$ cat config.mk
export PLATFORM = sky130hd
export DESIGN_NAME = rvfi_retire_serializer_flat
export DESIGN_NICKNAME = d
export VERILOG_FILES = /design/src/rtl/rvfi_retire_serializer_pkg.sv /design/src/rtl/rvfi_retire_serializer_if.sv /design/src/rtl/rvfi_retire_serializer_compact.sv /design/src/rtl/rvfi_retire_serializer.sv /design/src/flat_wrapper.sv
export SDC_FILE = /design/constraint.sdc
export NUM_CORES = 2
export LEC_CHECK = 0
export BUFFER_PORTS_ARGS = -buffer_cell sky130_fd_sc_hd__buf_2
export CAP_MARGIN = 10
export CORE_AREA = 2 2 510 512
export DETAILED_ROUTE_END_ITERATION = 10
export DIE_AREA = 0 0 512 514
export PLACE_DENSITY = 0.61
export SLEW_MARGIN = 20
export SYNTH_ARGS = -nofsm -noshare
export SYNTH_HDL_FRONTEND = slang
export SYNTH_SLANG_ARGS = --single-unit
$ cat constraint.sdc
create_clock -name clk -period 47.8 [get_ports clk]
set_input_delay 2.39 -clock clk [delete_from_list [all_inputs] [get_ports clk]]
set_output_delay 2.39 -clock clk [all_outputs]
set_load 0.05 [all_outputs]
$ cat src/rtl/rvfi_retire_serializer_pkg.sv
// Shared definitions for the RVFI retirement serializer and the packers/unpackers around it.
// The record layout below is the contract between the core-side packer and the checker-side unpacker.
package rvfi_retire_serializer_pkg;

  localparam int DEF_NRET    = 2;
  localparam int DEF_PKT_W   = 288;
  localparam int DEF_ORDER_W = 8;
  localparam int DEF_DEPTH   = 8;

  localparam int INSN_LSB      = 0;
  localparam int INSN_W        = 32;
  localparam int RS1_ADDR_LSB  = INSN_LSB + INSN_W;
  localparam int RS1_ADDR_W    = 5;
  localparam int RS2_ADDR_LSB  = RS1_ADDR_LSB + RS1_ADDR_W;
  localparam int RS2_ADDR_W    = 5;
  localparam int RD_ADDR_LSB   = RS2_ADDR_LSB + RS2_ADDR_W;
  localparam int RD_ADDR_W     = 5;
  localparam int RS1_RDATA_LSB = RD_ADDR_LSB + RD_ADDR_W;
  localparam int RS1_RDATA_W   = 32;
  localparam int RD_WDATA_LSB  = RS1_RDATA_LSB + RS1_RDATA_W;
  localparam int RD_WDATA_W    = 32;
  localparam int PC_RDATA_LSB  = RD_WDATA_LSB + RD_WDATA_W;
  localparam int PC_RDATA_W    = 32;
  localparam int PC_WDATA_LSB  = PC_RDATA_LSB + PC_RDATA_W;
  localparam int PC_WDATA_W    = 32;
  localparam int TRAP_LSB      = PC_WDATA_LSB + PC_WDATA_W;
  localparam int TRAP_W        = 1;
  localparam int MEM_ADDR_LSB  = TRAP_LSB + TRAP_W;
  localparam int MEM_ADDR_W    = 32;
  localparam int MEM_RMASK_LSB = MEM_ADDR_LSB + MEM_ADDR_W;
  localparam int MEM_RMASK_W   = 4;
  localparam int MEM_WMASK_LSB = MEM_RMASK_LSB + MEM_RMASK_W;
  localparam int MEM_WMASK_W   = 4;
  localparam int MEM_RDATA_LSB = MEM_WMASK_LSB + MEM_WMASK_W;
  localparam int MEM_RDATA_W   = 32;
  localparam int MEM_WDATA_LSB = MEM_RDATA_LSB + MEM_RDATA_W;
  localparam int MEM_WDATA_W   = 32;
  localparam int HALT_LSB      = MEM_WDATA_LSB + MEM_WDATA_W;
  localparam int INTR_LSB      = HALT_LSB + 1;
  localparam int MODE_LSB      = INTR_LSB + 1;
  localparam int MODE_W        = 2;
  localparam int IXL_LSB       = MODE_LSB + MODE_W;
  localparam int IXL_W         = 2;
  localparam int RSVD_LSB      = IXL_LSB + IXL_W;
  localparam int RSVD_W        = 2;
  localparam int REC_END       = RSVD_LSB + RSVD_W;

  typedef struct packed {
    logic [1:0]  ixl;
    logic [1:0]  mode;
    logic        intr;
    logic        halt;
    logic [31:0] memWdata;
    logic [31:0] memRdata;
    logic [3:0]  memWmask;
    logic [3:0]  memRmask;
    logic [31:0] memAddr;
    logic        trap;
    logic [31:0] pcWdata;
    logic [31:0] pcRdata;
    logic [31:0] rdWdata;
    logic [31:0] rs1Rdata;
    logic [4:0]  rdAddr;
    logic [4:0]  rs2Addr;
    logic [4:0]  rs1Addr;
    logic [31:0] insn;
  } rvfi_rec_t;

  // The reserved bits are dropped on unpack; everything else maps one-to-one.
  function automatic rvfi_rec_t unpackRec(input logic [DEF_PKT_W-1:0] pkt);
    rvfi_rec_t rec;
    rec.insn     = pkt[INSN_LSB      +: INSN_W];
    rec.rs1Addr  = pkt[RS1_ADDR_LSB  +: RS1_ADDR_W];
    rec.rs2Addr  = pkt[RS2_ADDR_LSB  +: RS2_ADDR_W];
    rec.rdAddr   = pkt[RD_ADDR_LSB   +: RD_ADDR_W];
    rec.rs1Rdata = pkt[RS1_RDATA_LSB +: RS1_RDATA_W];
    rec.rdWdata  = pkt[RD_WDATA_LSB  +: RD_WDATA_W];
    rec.pcRdata  = pkt[PC_RDATA_LSB  +: PC_RDATA_W];
    rec.pcWdata  = pkt[PC_WDATA_LSB  +: PC_WDATA_W];
    rec.trap     = pkt[TRAP_LSB];
    rec.memAddr  = pkt[MEM_ADDR_LSB  +: MEM_ADDR_W];
    rec.memRmask = pkt[MEM_RMASK_LSB +: MEM_RMASK_W];
    rec.memWmask = pkt[MEM_WMASK_LSB +: MEM_WMASK_W];
    rec.memRdata = pkt[MEM_RDATA_LSB +: MEM_RDATA_W];
    rec.memWdata = pkt[MEM_WDATA_LSB +: MEM_WDATA_W];
    rec.halt     = pkt[HALT_LSB];
    rec.intr     = pkt[INTR_LSB];
    rec.mode     = pkt[MODE_LSB      +: MODE_W];
    rec.ixl      = pkt[IXL_LSB       +: IXL_W];
    return rec;
  endfunction

endpackage

$ cat src/rtl/rvfi_retire_serializer_if.sv
// Retirement bus between a multi-retire core (master) and the serializer (slave),
// including the single-channel output stream toward the checker.
interface rvfi_retire_serializer_if
  import rvfi_retire_serializer_pkg::*;
#(
  parameter int NRET    = DEF_NRET,
  parameter int PKT_W   = DEF_PKT_W,
  parameter int ORDER_W = DEF_ORDER_W
);

  logic [NRET-1:0]         in_valid;
  logic [NRET*ORDER_W-1:0] in_order;
  logic [NRET*PKT_W-1:0]   in_pkt;
  logic                    in_ready;
  logic                    out_valid;
  logic                    out_ready;
  logic [ORDER_W-1:0]      out_order;
  logic [PKT_W-1:0]        out_pkt;

  modport master (
    output in_valid, in_order, in_pkt, out_ready,
    input  in_ready, out_valid, out_order, out_pkt
  );

  modport slave (
    input  in_valid, in_order, in_pkt, out_ready,
    output in_ready, out_valid, out_order, out_pkt
  );

endinterface

$ cat src/rtl/rvfi_retire_serializer_compact.sv
// Prefix popcount over the enabled retirement channels: each valid channel gets its
// write offset (number of older valid channels) and the total count of writes.
module rvfi_retire_serializer_compact
  import rvfi_retire_serializer_pkg::*;
#(
  parameter int NRET = DEF_NRET,
  parameter int OW   = $clog2(NRET + 1)
) (
  input  logic [NRET-1:0]         i_valid,
  input  logic                    i_enable,
  output logic [NRET-1:0]         o_validMasked,
  output logic [NRET-1:0][OW-1:0] o_offset,
  output logic [OW-1:0]           o_count
);

  logic [OW-1:0] w_run;

  always_comb begin
    o_validMasked = i_valid & {NRET{i_enable}};
    o_offset      = '0;
    w_run         = '0;
    for (int i = 0; i < NRET; i++) begin
      o_offset[i] = w_run;
      w_run       = w_run + OW'(o_validMasked[i]);
    end
    o_count = w_run;
  end

endmodule

$ cat src/rtl/rvfi_retire_serializer.sv
// Multi-retire RVFI to single in-order retirement stream, with a burst FIFO and
// sticky overflow / order-gap flags intended for formal assertions.
module rvfi_retire_serializer
  import rvfi_retire_serializer_pkg::*;
#(
  parameter int NRET    = DEF_NRET,
  parameter int PKT_W   = DEF_PKT_W,
  parameter int ORDER_W = DEF_ORDER_W,
  parameter int DEPTH   = DEF_DEPTH
) (
  input  logic                       clk,
  input  logic                       reset,
  input  logic                       i_enable,
  rvfi_retire_serializer_if.slave    bus,
  output logic                       o_overflow,
  output logic                       o_orderErr,
  output logic [$clog2(DEPTH):0]     o_count
);

  localparam int AW = $clog2(DEPTH);
  localparam int CW = AW + 1;
  localparam int OW = $clog2(NRET + 1);

  logic [ORDER_W-1:0] r_memOrder [DEPTH];
  logic [PKT_W-1:0]   r_memPkt   [DEPTH];
  logic [AW-1:0]      r_wrPtr;
  logic [AW-1:0]      r_rdPtr;
  logic [CW-1:0]      r_count;
  logic               r_overflow;
  logic               r_orderErr;
  logic               r_firstPop;
  logic [ORDER_W-1:0] r_lastOrder;

  logic [NRET-1:0]         w_validMasked;
  logic [NRET-1:0][OW-1:0] w_offset;
  logic [OW-1:0]           w_n;
  logic [NRET-1:0][AW-1:0] w_wrIdx;
  logic [CW-1:0]           w_nExt;
  logic [CW-1:0]           w_free;
  logic [CW-1:0]           w_countNext;
  logic                    w_pop;
  logic                    w_drop;
  logic                    w_write;

  rvfi_retire_serializer_compact #(
    .NRET (NRET),
    .OW   (OW)
  ) u_compact (
    .i_valid       (bus.in_valid),
    .i_enable      (i_enable),
    .o_validMasked (w_validMasked),
    .o_offset      (w_offset),
    .o_count       (w_n)
  );

  // A popped slot is reusable in the same cycle; a cycle either fits entirely or is dropped.
  always_comb begin
    w_pop       = (r_count != '0) && bus.out_ready;
    w_nExt      = CW'(w_n);
    w_free      = CW'(DEPTH) - r_count + CW'(w_pop);
    w_drop      = (w_nExt > w_free);
    w_write     = !w_drop;
    w_countNext = r_count + (w_write ? w_nExt : '0) - CW'(w_pop);
    for (int i = 0; i < NRET; i++) begin
      w_wrIdx[i] = r_wrPtr + AW'(w_offset[i]);
    end
  end

  always_ff @(posedge clk) begin
    if (reset) begin
      r_wrPtr     <= '0;
      r_rdPtr     <= '0;
      r_count     <= '0;
      r_overflow  <= 1'b0;
      r_orderErr  <= 1'b0;
      r_firstPop  <= 1'b1;
      r_lastOrder <= '0;
      for (int k = 0; k < DEPTH; k++) begin
        r_memOrder[k] <= '0;
        r_memPkt[k]   <= '0;
      end
    end else begin
      if (w_write) begin
        for (int i = 0; i < NRET; i++) begin
          if (w_validMasked[i]) begin
            r_memOrder[w_wrIdx[i]] <= bus.in_order[i*ORDER_W +: ORDER_W];
            r_memPkt[w_wrIdx[i]]   <= bus.in_pkt[i*PKT_W +: PKT_W];
          end
        end
        r_wrPtr <= r_wrPtr + AW'(w_n);
      end
      if (w_drop) begin
        r_overflow <= 1'b1;
      end
      r_count <= w_countNext;
      // The first pop after reset only seeds the sequence; later pops must be contiguous.
      if (w_pop) begin
        r_rdPtr     <= r_rdPtr + AW'(1);
        r_firstPop  <= 1'b0;
        r_lastOrder <= bus.out_order;
        if (!r_firstPop && (bus.out_order != r_lastOrder + ORDER_W'(1))) begin
          r_orderErr <= 1'b1;
        end
      end
    end
  end

  assign bus.in_ready  = (r_count <= CW'(DEPTH - NRET));
  assign bus.out_valid = (r_count != '0);
  assign bus.out_order = r_memOrder[r_rdPtr];
  assign bus.out_pkt   = r_memPkt[r_rdPtr];
  assign o_overflow    = r_overflow;
  assign o_orderErr    = r_orderErr;
  assign o_count       = r_count;

endmodule

$ cat src/flat_wrapper.sv
// flat-port wrapper written by rule: the top's interface ports become plain ports
module rvfi_retire_serializer_flat import rvfi_retire_serializer_pkg::*;
#(
  parameter int NRET    = DEF_NRET,
  parameter int PKT_W   = DEF_PKT_W,
  parameter int ORDER_W = DEF_ORDER_W,
  parameter int DEPTH   = DEF_DEPTH
)
  (clk, reset, i_enable, o_overflow, o_orderErr, o_count, bus_in_valid, bus_in_order, bus_in_pkt, bus_out_ready, bus_in_ready, bus_out_valid, bus_out_order, bus_out_pkt);
  rvfi_retire_serializer_if #(.NRET(NRET), .PKT_W(PKT_W), .ORDER_W(ORDER_W)) bus_i ();
  input  logic clk;
  input  logic reset;
  input  logic i_enable;
  output logic o_overflow;
  output logic o_orderErr;
  output logic [$clog2(DEPTH):0] o_count;
  input wire logic [$bits(bus_i.in_valid)-1:0] bus_in_valid;
  input wire logic [$bits(bus_i.in_order)-1:0] bus_in_order;
  input wire logic [$bits(bus_i.in_pkt)-1:0] bus_in_pkt;
  input wire logic [$bits(bus_i.out_ready)-1:0] bus_out_ready;
  output wire logic [$bits(bus_i.in_ready)-1:0] bus_in_ready;
  output wire logic [$bits(bus_i.out_valid)-1:0] bus_out_valid;
  output wire logic [$bits(bus_i.out_order)-1:0] bus_out_order;
  output wire logic [$bits(bus_i.out_pkt)-1:0] bus_out_pkt;
  assign bus_i.in_valid = bus_in_valid;
  assign bus_i.in_order = bus_in_order;
  assign bus_i.in_pkt = bus_in_pkt;
  assign bus_i.out_ready = bus_out_ready;
  assign bus_in_ready = bus_i.in_ready;
  assign bus_out_valid = bus_i.out_valid;
  assign bus_out_order = bus_i.out_order;
  assign bus_out_pkt = bus_i.out_pkt;
  rvfi_retire_serializer #(.NRET(NRET), .PKT_W(PKT_W), .ORDER_W(ORDER_W), .DEPTH(DEPTH)) u_core (.clk(clk), .reset(reset), .i_enable(i_enable), .bus(bus_i), .o_overflow(o_overflow), .o_orderErr(o_orderErr), .o_count(o_count));
endmodule
Word-level counts from Yosys, hierarchy flattened:

Memories as Yosys holds them, arrays and structs flattened. A register that Yosys moved wholly into a read port is not among the register bits.
Index checks and enable logic that the tools add are counted.

* add/subtract/negate cells: 9
* magnitude comparators: 2
* equal/unequal tests: 1
* muxes and demuxes: 27
* bitwise logic cells: 1
* reduce and logical (&&, ||, !) cells: 9

Operators with widths (number)
* 288-bit two-way mux: 2
* 288-bit OR reduction: 2
* 3-bit two-way mux: 8
* 8-bit two-way mux: 2
* 8-bit OR reduction: 2
* 1-bit two-way mux: 14
* 8-bit by 1-bit adder with 8-bit output (second input constant): 1
* 8-bit != test: 1
* 4-bit by 1-bit adder with 4-bit output: 1
* 4-bit adder: 1
* 2-bit by 4-bit > comparator with 1-bit output: 1
* 4-bit by 3-bit less-or-equal comparator with 1-bit output (second input constant): 1
* 4-bit nonzero test: 1
* 4-bit by 1-bit subtractor with 4-bit output: 1
* 4-bit subtractor (first input constant): 1
* 3-bit by 1-bit adder with 3-bit output: 1
* 3-bit by 1-bit adder with 3-bit output (second input constant): 1
* 3-bit by 2-bit adder with 3-bit output: 1
* 1-bit by 1-bit adder with 2-bit output: 1
* 2-bit bitwise AND: 1
* 1-bit logical AND: 2
* 2-bit two-way mux: 1
* 2-bit AND reduction: 1
* 1-bit logical NOT: 1

* bits in registers: 21
* RAM bits: 2368
* bits of input ports: 598
* output and inout port bits: 304
* logic and storage cells: 58
* memories: 2

Memories
* u_core.r_memPkt: depth 8, width 288, rd ports 1, clocked after Yosys merged registers in 1, wr ports 8, line rvfi_retire_serializer.sv:25 `logic [PKT_W-1:0] r_memPkt [DEPTH];`
* u_core.r_memOrder: depth 8, width 8, rd ports 1, clocked after Yosys merged registers in 1, wr ports 8, line rvfi_retire_serializer.sv:24 `logic [ORDER_W-1:0] r_memOrder [DEPTH];`

Depth between registers and ports, before layout:

* depth after elaboration: 9
* gate-level depth with buffers: 21
* gate-level depth less buffers: 20

Cells and area by module:

From an unflattened synthesis, not the netlist that was laid out.

* cell total of the unflattened synthesis: 7121
* area total of the unflattened synthesis: 115488.3 µm²

Modules (own cells, without submodules)
* rvfi_retire_serializer: times used 1, cells each 7113, area each 115429.5 µm², sequential area each 71588.7 µm²
* rvfi_retire_serializer_compact: times used 1, cells each 8, area each 58.8 µm², sequential area each 0.0 µm²

Worst setup path before layout:

No wires, ideal clock.

* kind: input port to flip-flop
* from: input port bus_out_ready
* to: memory u_core.r_memOrder[5][0] in the netlist's numbering, enable pin
* library setup time: 1.364 ns
* arrival: 25.201 ns
* required time: 46.436 ns
* setup slack: 21.235 ns
* stages on the path: 12
* path buffers: 2
* cell sequence: nand2_1 -> clkinv_1 -> clkbuf_1 -> ha_1 -> inv_1 -> ha_1 -> nand2_1 -> o21ai_0 -> a2111oi_4 -> or4b_1 -> buf_2 -> o21ai_0

RTL lines
* from (decl): line flat_wrapper.sv:20 `input wire logic [$bits(bus_i.out_ready)-1:0] bus_out_ready;`
* to (decl): line rvfi_retire_serializer.sv:24

==> qor.csv <==
metric,value,unit
CTS max path bufs,4,
Tcrit/Tclk final,18.0,%
Synth Warn #,0,
Post-synth ARST share,0,%
"Seq/Total Area, Yosys",62.1,%
post-CTS setup buffers,0,
GRT overflow,0,
Least-Margin Pin Slew,1.23,ns
Synth top cells by count,"2368 x a22o_1, 2368 x edfxtp_1, 650 x buf_1, 590 x mux4_2, 426 x clkbuf_1",
maxcap violations,0,
Layout Nets,7786,
area grow syn2layout,11.8,%
FP Rows,187,
post-synthesis cell count,7126,
cell taking the most area after synthesis,edfxtp_1,
Setup CP Type,flop to output pin,
Main synth FF type,edfxtp_1,
post-CTS sizing,0,
syn nets,7743,
Die Span X,512,um
CP top delay family,buffers and inverters,
Final WS setup,39.21,ns
Sw Pwr,2100,uW
internal power,4270,uW
most used cell along the critical path,buf_4,
CP Max Fanout,90,
Detailed Place HPWL,205000,um
All-Layer GR Usage,28.2,%
minimum clock period,8.59,ns
worst hold slack,0.455,ns
slowest CP cell,buf_4,
vias in the first global route,73300,
pin count of the biggest net entering global routing,139,
Reg2Reg Depth,17,
DRC,0,
remaining antenna violation count,0,
Clk pwr share,31.0,%
final WL,384000,um
crit end category,output pin,
Post-Route Setup TNS,0,ns
maximum vdd drop,0.0400,mV
Final GP Congestion,0.817,
# hold bufs at CTS,0,
final hold violations,0,
iteration count of the initial detailed-routing pass,7,
delay of the slowest critical-path stage,0.86,ns
initial antenna violation count,209,
Fin Clk Skew,0.0590,ns
vias post-DR,75500,
Sw Ratio,32.9,%
PortBufs,901,
CP cell instances,"buf_4, buf_4, buf_4, buf_12, mux4_2, mux2_2, buf_2",
first-pass GRT wire length,544000,um
Sink Count,2392,
combinational power share,28.4,%
HP Start,u_core.r_firstPop$_SDFFE_PP1P_,
count of cell types in the netlist,42,
clock transition at the registers of the reported paths,0.06,ns
critical path depth,7,
post-synthesis register bit count,2392,
WP buf/inv,5,
sequential share of power,40.6,%
Netlist Area Pre-Place,115000,um^2
flip-flop and latch area,71600,um^2
die span in y,514,um
"Req. time, crit path",45.41,ns
critical path launch point type,flop,
Fmax,0.116,GHz
drt wl/cell,35.4,um
CP arrival,6.20,ns
synth top area cells,"edfxtp_1 62%, a22o_1 18%, mux4_2 12%, mux2_2 2.9%, buf_1 2.1%",
cts bufs inserted,281,
Max Transition Viols Final,0,
RSZ-0062 raised after global routing,false,
footprint of the multi-input gates,38700,um^2
CTS Root Cell,clkbuf_16,
Starting DRT DRC Count,9516,
io pins,902,
top-area cell type share of the netlist area,61.7,%
worst skew pair latency,0.97,ns
CTS tree,built,
R2R Path End,u_core.r_memPkt[4][109]$_DFFE_PP_,
share of cells above drive strength 1,31.2,%
die area,263000,um^2
Initial Utilization,44.7,%
Pleak,0.0461,uW
Core ar.,258000,um^2
Via-to-Cell Ratio,6.96,
R2R Path Start,u_core.o_count[2]$_SDFF_PP0_,
Syn Area/Cell,16.2,um^2
Rel. slew slack,17.7,%
outcome,"finished, final reports clean",
pwr dens,49.4,nW/um^2
"reg-to-reg slack, setup",39.85,ns
worst min path class,flop to flop,
Min-Delay Endpoint,u_core.r_firstPop$_SDFFE_PP1P_,
pre-CTS setup slack,38.34,ns
number of flops mapped to enable cells by yosys,2368,
# setup viols final,0,
# fillers,21300,
Hold Crit Depth,1,
htree depth,5,
[worst max-delay path by stage]
stage,end,slack [ns]
6_report,bus_out_pkt[115],39.21
3_3_place_gp,u_core.r_memPkt[4][143]$_DFFE_PP_,38.36
5_1_grt,bus_out_pkt[115],38.72
2_1_floorplan,u_core.r_memOrder[5][0]$_DFFE_PP_,21.23
3_5_place_dp,u_core.r_memPkt[4][138]$_DFFE_PP_,38.34
4_1_cts,bus_out_pkt[115],39.02
[cell type report]
| type | count | area share (%) |
|---|---|---|
| sequential | 2392 | 55.5 |
| tap | 3402 | 3.30 |
| inverter | 24 | 0.0698 |
| clock inverter | 91 | 0.483 |
| clock buffer | 370 | 5.83 |
| multi-input combinational | 3423 | 30.0 |
| timing repair buffer | 1047 | 4.61 |
| antenna | 96 | 0.186 |
[power by group through the flow]
stage	combinational (uW)	sequential, uW	clock, uW
final	1810	2590	1980
after global placement	1800	2620	0
after detailed placement	1800	2630	0
after global routing	1880	2600	2080
after CTS	1810	2590	2000
after floorplan	1310	2690	0
[state kept, by name, indices dropped and copies added (netlist names), named ones only]
name and count:
u_core.r_lastOrder 8, u_core.o_count 4, u_core.r_memPkt 2304, u_core.r_memOrder 64, u_core.r_wrPtr 3, u_core.r_firstPop 1
u_core.o_overflow 1, u_core.r_rdPtr 3, u_core.o_orderErr 1
[placed cells by master, fill, tap and decap left out, types with 27 or more instances in the layout]
master     synthesis  layout
a22o_1          2368    2368
buf_12             0      27
buf_2            209     901
buf_4              2     118
clkbuf_1         426      80
clkbuf_16          0     287
clkinv_1           1      48
diode_2            0      96
edfxtp_1        2368    2368
mux2_2           294     294
mux4_2           590     590
nor2_1            35      35
[logic make-up (layout without fill, tap and decap cells)]
| logic type | after synthesis | in the layout | synth area share [%] |
|---|---|---|---|
| AOI/OAI and AO/OA | 2397 | 2397 | 18.2 |
| xor gates and xnor gates | 15 | 15 | 0.114 |
| adders and majority gates | 19 | 19 | 0.219 |
| buffers and inverters | 1311 | 1532 | 4.50 |
| DFF | 2392 | 2392 | 62.1 |
| muxes | 895 | 895 | 14.5 |
| other | 0 | 96 | 0 |
| and+or+nand+nor | 97 | 97 | 0.444 |
[through the flow]
stage                     instance area (um^2)  std cells  total power (uW)  util [%]
after floorplan                         115000       7126              4010         -
after global placement                  121000      10300              4420      46.7
after detailed placement                121000      10300              4430      46.7
after CTS                               129000      10700              6390      49.9
after global routing                    129000      10800              6560      49.9
final                                   129000      10800              6370      50.0
[per-layer routing]
metal / part of all wire [%] / GRT usage (%) / wire length [um]
met4: 3.6 / 11.0 / 14000
met3: 11 / 7.62 / 42500
met1: 39 / 38.2 / 148000
met2: 47 / 43.4 / 179000
met5: 0.23 / 0 / 899
Power figures use the tool's default switching activity.
